### config.mk
export PLATFORM = sky130hd
export DESIGN_NAME = encoder_4_2_bh
export DESIGN_NICKNAME = d
export VERILOG_FILES = /design/src/rtl/encoder_4_2_bh.sv
export SDC_FILE = /design/constraint.sdc
export NUM_CORES = 1
export LEC_CHECK = 0
export CORE_AREA = 2 2 39 41
export CTS_CLUSTER_SIZE = 8
export DETAILED_ROUTE_END_ITERATION = 7
export DIE_AREA = 0 0 41 43
export DONT_BUFFER_PORTS = 1
export GPL_ROUTABILITY_DRIVEN = 0
export MAX_ROUTING_LAYER = met4
export PLACE_DENSITY = 0.3
export SYNTH_ARGS = -nofsm -noshare
export SYNTH_HDL_FRONTEND = slang
export SYNTH_SLANG_ARGS = --single-unit
### constraint.sdc
create_clock -name clk -period 1.2 [get_ports clk]
set_input_delay 0.36 -clock clk [delete_from_list [all_inputs] [get_ports clk]]
set_output_delay 0.36 -clock clk [all_outputs]
set_load 0.01 [all_outputs]
### src/rtl/encoder_4_2_bh.sv
// Registered 4-to-2 priority encoder with valid and not-one-hot (err) flags.
// All outputs come from flops; nothing propagates from inputs to outputs combinationally.
module encoder_4_2_bh (
  input  logic clk,
  input  logic rst,
  input  logic i3,
  input  logic i2,
  input  logic i1,
  input  logic i0,
  output logic y1,
  output logic y0,
  output logic valid,
  output logic err
);

  logic [3:0] req;
  logic [1:0] code_d;
  logic [1:0] code_q;
  logic       valid_d;
  logic       valid_q;
  logic       err_d;
  logic       err_q;
  logic [2:0] ones_cnt;

  assign req = {i3, i2, i1, i0};

  always_comb begin
    code_d = 2'b00;
    if (req[3]) begin
      code_d = 2'b11;
    end else if (req[2]) begin
      code_d = 2'b10;
    end else if (req[1]) begin
      code_d = 2'b01;
    end

    valid_d  = |req;
    ones_cnt = {2'b00, req[0]} + {2'b00, req[1]} + {2'b00, req[2]} + {2'b00, req[3]};
    // The code still follows priority when more than one line is asserted.
    err_d    = (ones_cnt >= 3'd2);
  end

  always_ff @(posedge clk) begin
    if (rst) begin
      code_q  <= 2'b00;
      valid_q <= 1'b0;
      err_q   <= 1'b0;
    end else begin
      code_q  <= code_d;
      valid_q <= valid_d;
      err_q   <= err_d;
    end
  end

  assign y1    = code_q[1];
  assign y0    = code_q[0];
  assign valid = valid_q;
  assign err   = err_q;

endmodule

## After elaboration in Yosys (flattened, before gate mapping)

Index checks and enable logic that the tools add are counted.

| storage, ports and cells | value |
|---|---|
| word-level logic and storage cells | 11 |
| bits in registers | 4 |

| cells by class | value |
|---|---|
| reductions and logical operators | 1 |
| mux-type cells | 3 |
| add/subtract/negate cells | 3 |
| $lt $le $gt $ge | 1 |

Operators by type and width:

| kind | count |
|---|---|
| $mux 2 | 2 |
| $reduce_or 4->1 | 1 |
| $add 2x1->3 | 1 |
| $add 3x1->3 | 1 |
| $ge 3x2->1 const B | 1 |
| $add 1x1->2 | 1 |
| $mux 1 | 1 |

## Depth between registers and ports, before layout

Gate-level depths: netlist of the first run.

| logic depth | value |
|---|---|
| word-level depth | 4 |
| mapped depth | 4 |
| mapped depth without buffers | 4 |

## Worst setup path after synthesis of the first run

No wires, ideal clock.

| timing path | value |
|---|---|
| path type | in2reg |
| from | input i3 |
| to | register err_q, in the netlist err |
| cell stages on the path | 4 |
| arrival time | 1125 ps |
| setup slack | 5 ps |
| cell sequence | inv_1 -> fa_1 -> nand2b_1 -> a21oi_1 |

| between the ends | value |
|---|---|
| longest elaborated chain between the ends | 2 |

RTL lines:

| element | line | text |
|---|---|---|
| from (decl) | 6 | `input logic i3,` |
| $add 3x1->3 | 38 | `ones_cnt = {2'b00, req[0]} + {2'b00, req[1]} + {2'b00, req[2]} + {2'b00, req[3]};` |
| $ge 3x2->1 | 40 | `err_d = (ones_cnt >= 3'd2);` |
| to (signal assigned) | 51 | `err_q <= err_d;` |
| to (decl) | 22 | `logic err_q;` |

Every way passes these cells.
A chain may end at the register's enable or synchronous reset.

## Worst setup path in the final report of the first run

Same ends and word-level chain as after synthesis.

==> flow_summary.yaml, run 1 <==
synthesis:
  synth_area_um2: 163
  synthCells: 16
  synth_area_leader_cell: "dfxtp_1"
  syn-num-nets: 24
  synth_seq_cells: 4
  syn_avg_cell_area_um2: 10.2
  synth_top_area_share_pct: 49.2
  ys_warn_count: 0
  ys_types: 8
  yosysSeqAreaShare_pct: 49.2
  ys_top_cells_by_area: "dfxtp_1 (49%), fa_1 (12%), ha_1 (7.7%), nand2b_1 (7.7%), inv_1 (6.9%)"
drt:
  ant_nets: 0
  num_vias: 109
  drc_errors: 0
  finalWirelength_um: 328
  viasPerCell: 3.03
  firstDrtPassIters: 1
  drt-initial-drc-count: 0
  wl_per_cell_um: 9.11
global_routing:
  grt_max_degree: 5
  grtUsageMet2_pct: 6.25
  grt.met3_usage_pct: 0.524
  grt_overflow: 0
  top_usage_layer: "met4"
  groute.layer.met1.usage_pct: 6.07
  grt_first_pass_wirelength_um: 572
  antenna_found_initial: 0
  grt_pass1_vias: 156
  grt_use_total_pct: 5.34
floorplanning:
  die_height_um: 43
  core_mm2: 0.00138
  ios: 10
  fp-row-count: 14
  start_util_pct: 11.8
  dieWidth_um: 41
  die-area_mm2: 0.00176
timing:
  rsz0062_at_grt: "false"
  finalHoldViolCount: 0
  max_freq_mhz: 988
  tightest_slew_ns: 0.121
  slew_headroom_pct: 91.9
  setup_viol: 0
  period_share_pct: 84.4
  min_period_ns: 1.01
  report.final.slew_viol_count: 0
  holdWs_ns: 0.192
pwr:
  power_density_mw_per_mm2: 1590
  p_total_uw: 338
  power_leakage_nw: 0.0971
  vdd_drop_max_mv: 0.183
clocking:
  cts_sinks: 4
  cts_tree: "yes"
  ctsResizeCount: 0
  htree_levels: 1
  clock_path_buffers: 2
  cts_setup_buffers: 0
  clkSlewWorstSetupHoldPaths_ns: 0.04
  root_buffer: "clkbuf_4"
  cts_made_buffers: 3
  cts_hold_buf: 0
finish:
  layout-drive-gt1-share_pct: 25.0
  fill_cells: 159
  final_cell_mix: "dfxtp_1 (4), inv_1 (3), clkbuf_4 (3)"
  final_common_cell: "dfxtp_1"
  num_antenna_cells: 0
  regArea_um2: 80.1
  area_growth_syn_to_layout_pct: 30.8
  multi_input_area_um2: 71.3
  instances_no_fill: 36
  layout.nets: 30
setup_path:
  critical_path_arrival_ns: 1.17
  start_kind: "input pin"
  cp_max_fo: 2
  worstSetupPathType: "input pin to register"
  cp_data_required_time_ns: 1.36
  critPathCaptureType: "register"
outcome:
  run_status: "finished clean"
placed_design:
  placed_cells: 33
  io_buffers: 0
min_path:
  min_from: "rst"
  hold_depth: 1
  min_path_type: "input pin to register"
  holdPathEnd: "code_q[0]"
job:
  cap_violations: 0
through the flow:
step	cell area (um2)	TNS, ns	worst slack [ns]	util [%]
detailed placement	190	-0.0425	-0.0425	13.7
CTS	213	0	0.195	15.4
finish	213	0	0.188	15.4
floorplan	163	0	0.00522	-
global placement	190	-0.0332	-0.0332	13.7
global route	213	0	0.153	15.4
how the worst max path moves through the flow:
stage | from | to | slack (ns)
6_report | i3 | err | 0.19
5_1_grt | i3 | err | 0.15
4_1_cts | i3 | err | 0.19
3_5_place_dp | i3 | err | -0.04
3_3_place_gp | i3 | err | -0.03
2_1_floorplan | i3 | err | 0.005
flip-flops by register name, summed over array words and instances (netlist names):
| register | cells |
|---|---|
| code_q | 2 |
| err | 1 |
| valid | 1 |
worst max-delay path, stage by stage:
cell and delay [ns]:
inv_1 0.04, fa_1 0.46, nand2b_1 0.15, a21oi_1 0.15
power by group:
part	switching (mW)	internal, mW	total, mW
clock network	0.0495	0.112	0.161
registers	0.00800	0.144	0.152
logic	0.0125	0.0128	0.0253
total	0.0700	0.268	0.338
metal layers:
metal	up-vias	share of wire (%)
li1	56	-
met1	44	50
met2	9	40
met3	0	10
met4	0	0
met5	-	0
logic make-up (layout without fill, tap and decap cells):
group | count (synthesis) | in the layout | share of synthesized area (%)
DFF | 4 | 4 | 49.2
and+or+nand+nor | 4 | 4 | 12.3
AOI/OAI and AO/OA | 3 | 3 | 11.5
buffers and inverters | 3 | 7 | 6.92
adders and majority gates | 2 | 2 | 20.0
synth_stat cells:
library cell and instances:
dfxtp_1 4, inv_1 3, a21oi_1 2, nand2b_1 2
nor2_1 2, a21oi_2 1, fa_1 1, ha_1 1
cell type report:
type / instances / share of cell area [%]
well taps: 16 / 9.41
clock buffers: 3 / 10.6
flip-flops and latches: 4 / 37.6
repair buffers: 1 / 3.53
multi-input cells: 9 / 33.5
inverters: 3 / 5.29
No activity file was read; power rests on OpenSTA's default activity.
==> run 2: changes to the inputs <==
==> constraint.sdc (replaced) <==
create_clock -name clk -period 0.9 [get_ports clk]
set_input_delay 0.27 -clock clk [delete_from_list [all_inputs] [get_ports clk]]
set_output_delay 0.27 -clock clk [all_outputs]
set_load 0.01 [all_outputs]
==> flow_summary.yaml, run 2 (synthesized netlist as in run 1, its figures left out) <==
pwr:
  pwr-share-clk_pct: 47.0
  vdd_drop_max_mv: 0.240
  power_density_mw_per_mm2: 1990
  power_leakage_nw: 0.100
  power.internal_uw: 361
  netSwitchingFraction_pct: 20.2
  pwr-share-seq_pct: 44.7
  p_sw_uw: 91.2
  p_total_uw: 453
  power_frac_comb_pct: 8.3
timing:
  report.final.slew_viol_count: 0
  setup_tns_ns: 0
  rsz0062_at_grt: "false"
  finalHoldViolCount: 0
  max_freq_mhz: 1180
  period_share_pct: 94.5
  min_period_ns: 0.850
  setup_viol: 0
  tightest_slew_ns: 0.117
  holdWs_ns: 0.0998
  slew_headroom_pct: 92.2
floorplanning:
  fp-row-count: 14
  die-area_mm2: 0.00176
  die_height_um: 43
  ios: 10
  core_mm2: 0.00138
  dieWidth_um: 41
  start_util_pct: 11.8
clocking:
  cts_setup_buffers: 0
  cts_sinks: 4
  clkSlewWorstSetupHoldPaths_ns: 0.04
  cts_tree: "yes"
  htree_levels: 1
  root_buffer: "clkbuf_4"
  cts_hold_buf: 0
  cts_made_buffers: 3
  ctsResizeCount: 0
  clock_path_buffers: 2
global_routing:
  grt_use_total_pct: 4.93
  grt_pass1_vias: 138
  groute.layer.met1.usage_pct: 6.71
  grt_max_degree: 5
  grt.met3_usage_pct: 0
  top_usage_layer: "met4"
  grt_first_pass_wirelength_um: 489
  grt_overflow: 0
  grtUsageMet2_pct: 3.75
  antenna_found_initial: 0
drt:
  firstDrtPassIters: 2
  finalWirelength_um: 311
  num_vias: 107
  drc_errors: 0
  viasPerCell: 2.89
  drt-initial-drc-count: 1
  wl_per_cell_um: 8.41
  ant_nets: 0
min_path:
  min_path_type: "input pin to register"
  hold_depth: 1
  min_from: "rst"
setup_path:
  start_kind: "register"
  critPathCaptureType: "output port"
  cp_max_fo: 1
  worstSetupPathType: "register to output port"
  cp-startpoint: "err"
  cp_data_required_time_ns: 0.63
  critical_path_arrival_ns: 0.58
  path_depth: 0
finish:
  instances_no_fill: 37
  num_antenna_cells: 0
  final_common_cell: "dfxtp_1"
  area_growth_syn_to_layout_pct: 40.0
  layout.nets: 31
  final_cell_mix: "dfxtp_1 (4), clkbuf_4 (3)"
  largest-register: "code_q"
  fill_cells: 156
  post-route-util_pct: 16.5
  layout-drive-gt1-share_pct: 42.9
  largest_reg_flops: 2
placed_design:
  io_buffers: 0
  placed_cells: 34
  dp_hpwl_um: 264
outcome:
  run_status: "finished clean"
job:
  cap_violations: 0
## run 2: final timing paths
path	endpoint	slack (ns)
worst min-delay path	code_q[0]	0.1
worst max-delay path	err	0.05
## run 2: area by class of cell
class                   count  area (um2)  area share, %
flip-flops and latches      4        80.1           35.2
multi-input cells           9        71.3           31.3
clock buffers               3        22.5           9.89
well taps                  16        20.0           8.79
inverters                   3        18.8           8.24
repair buffers              2        15.0           6.59
## run 2: power groups by stage
stage                     Sequential [mW]  Clock (mW)  Combinational (mW)
final                               0.202       0.213              0.0376
after floorplan                     0.204           0              0.0264
after detailed placement            0.205           0              0.0384
after global placement              0.205           0              0.0379
after CTS                           0.202       0.226              0.0387
after global routing                0.205       0.229              0.0444
## run 2: per-stage QoR
step	worst slack, ns	area, um2
final	0.0496	228
after global routing	0.0136	228
after CTS	0.0364	228
after detailed placement	-0.181	205
after global placement	-0.167	205
after floorplan	-0.140	170
## run 2: layer usage
metal,wire (um),vias up
li1,-,59
met4,9,0
met5,0,-
met1,155,36
met3,52,2
met2,93,10
==> run 3: changes to the inputs <==
--- a/config.mk
+++ b/config.mk
@@ -10,7 +10,6 @@
 export DETAILED_ROUTE_END_ITERATION = 7
 export DIE_AREA = 0 0 41 43
 export DONT_BUFFER_PORTS = 1
-export GPL_ROUTABILITY_DRIVEN = 0
 export MAX_ROUTING_LAYER = met4
 export PLACE_DENSITY = 0.3
 export SYNTH_ARGS = -nofsm -noshare
==> results of run 3 <==
Same layout as run 2: the final DEF is identical, and so are final timing and power.
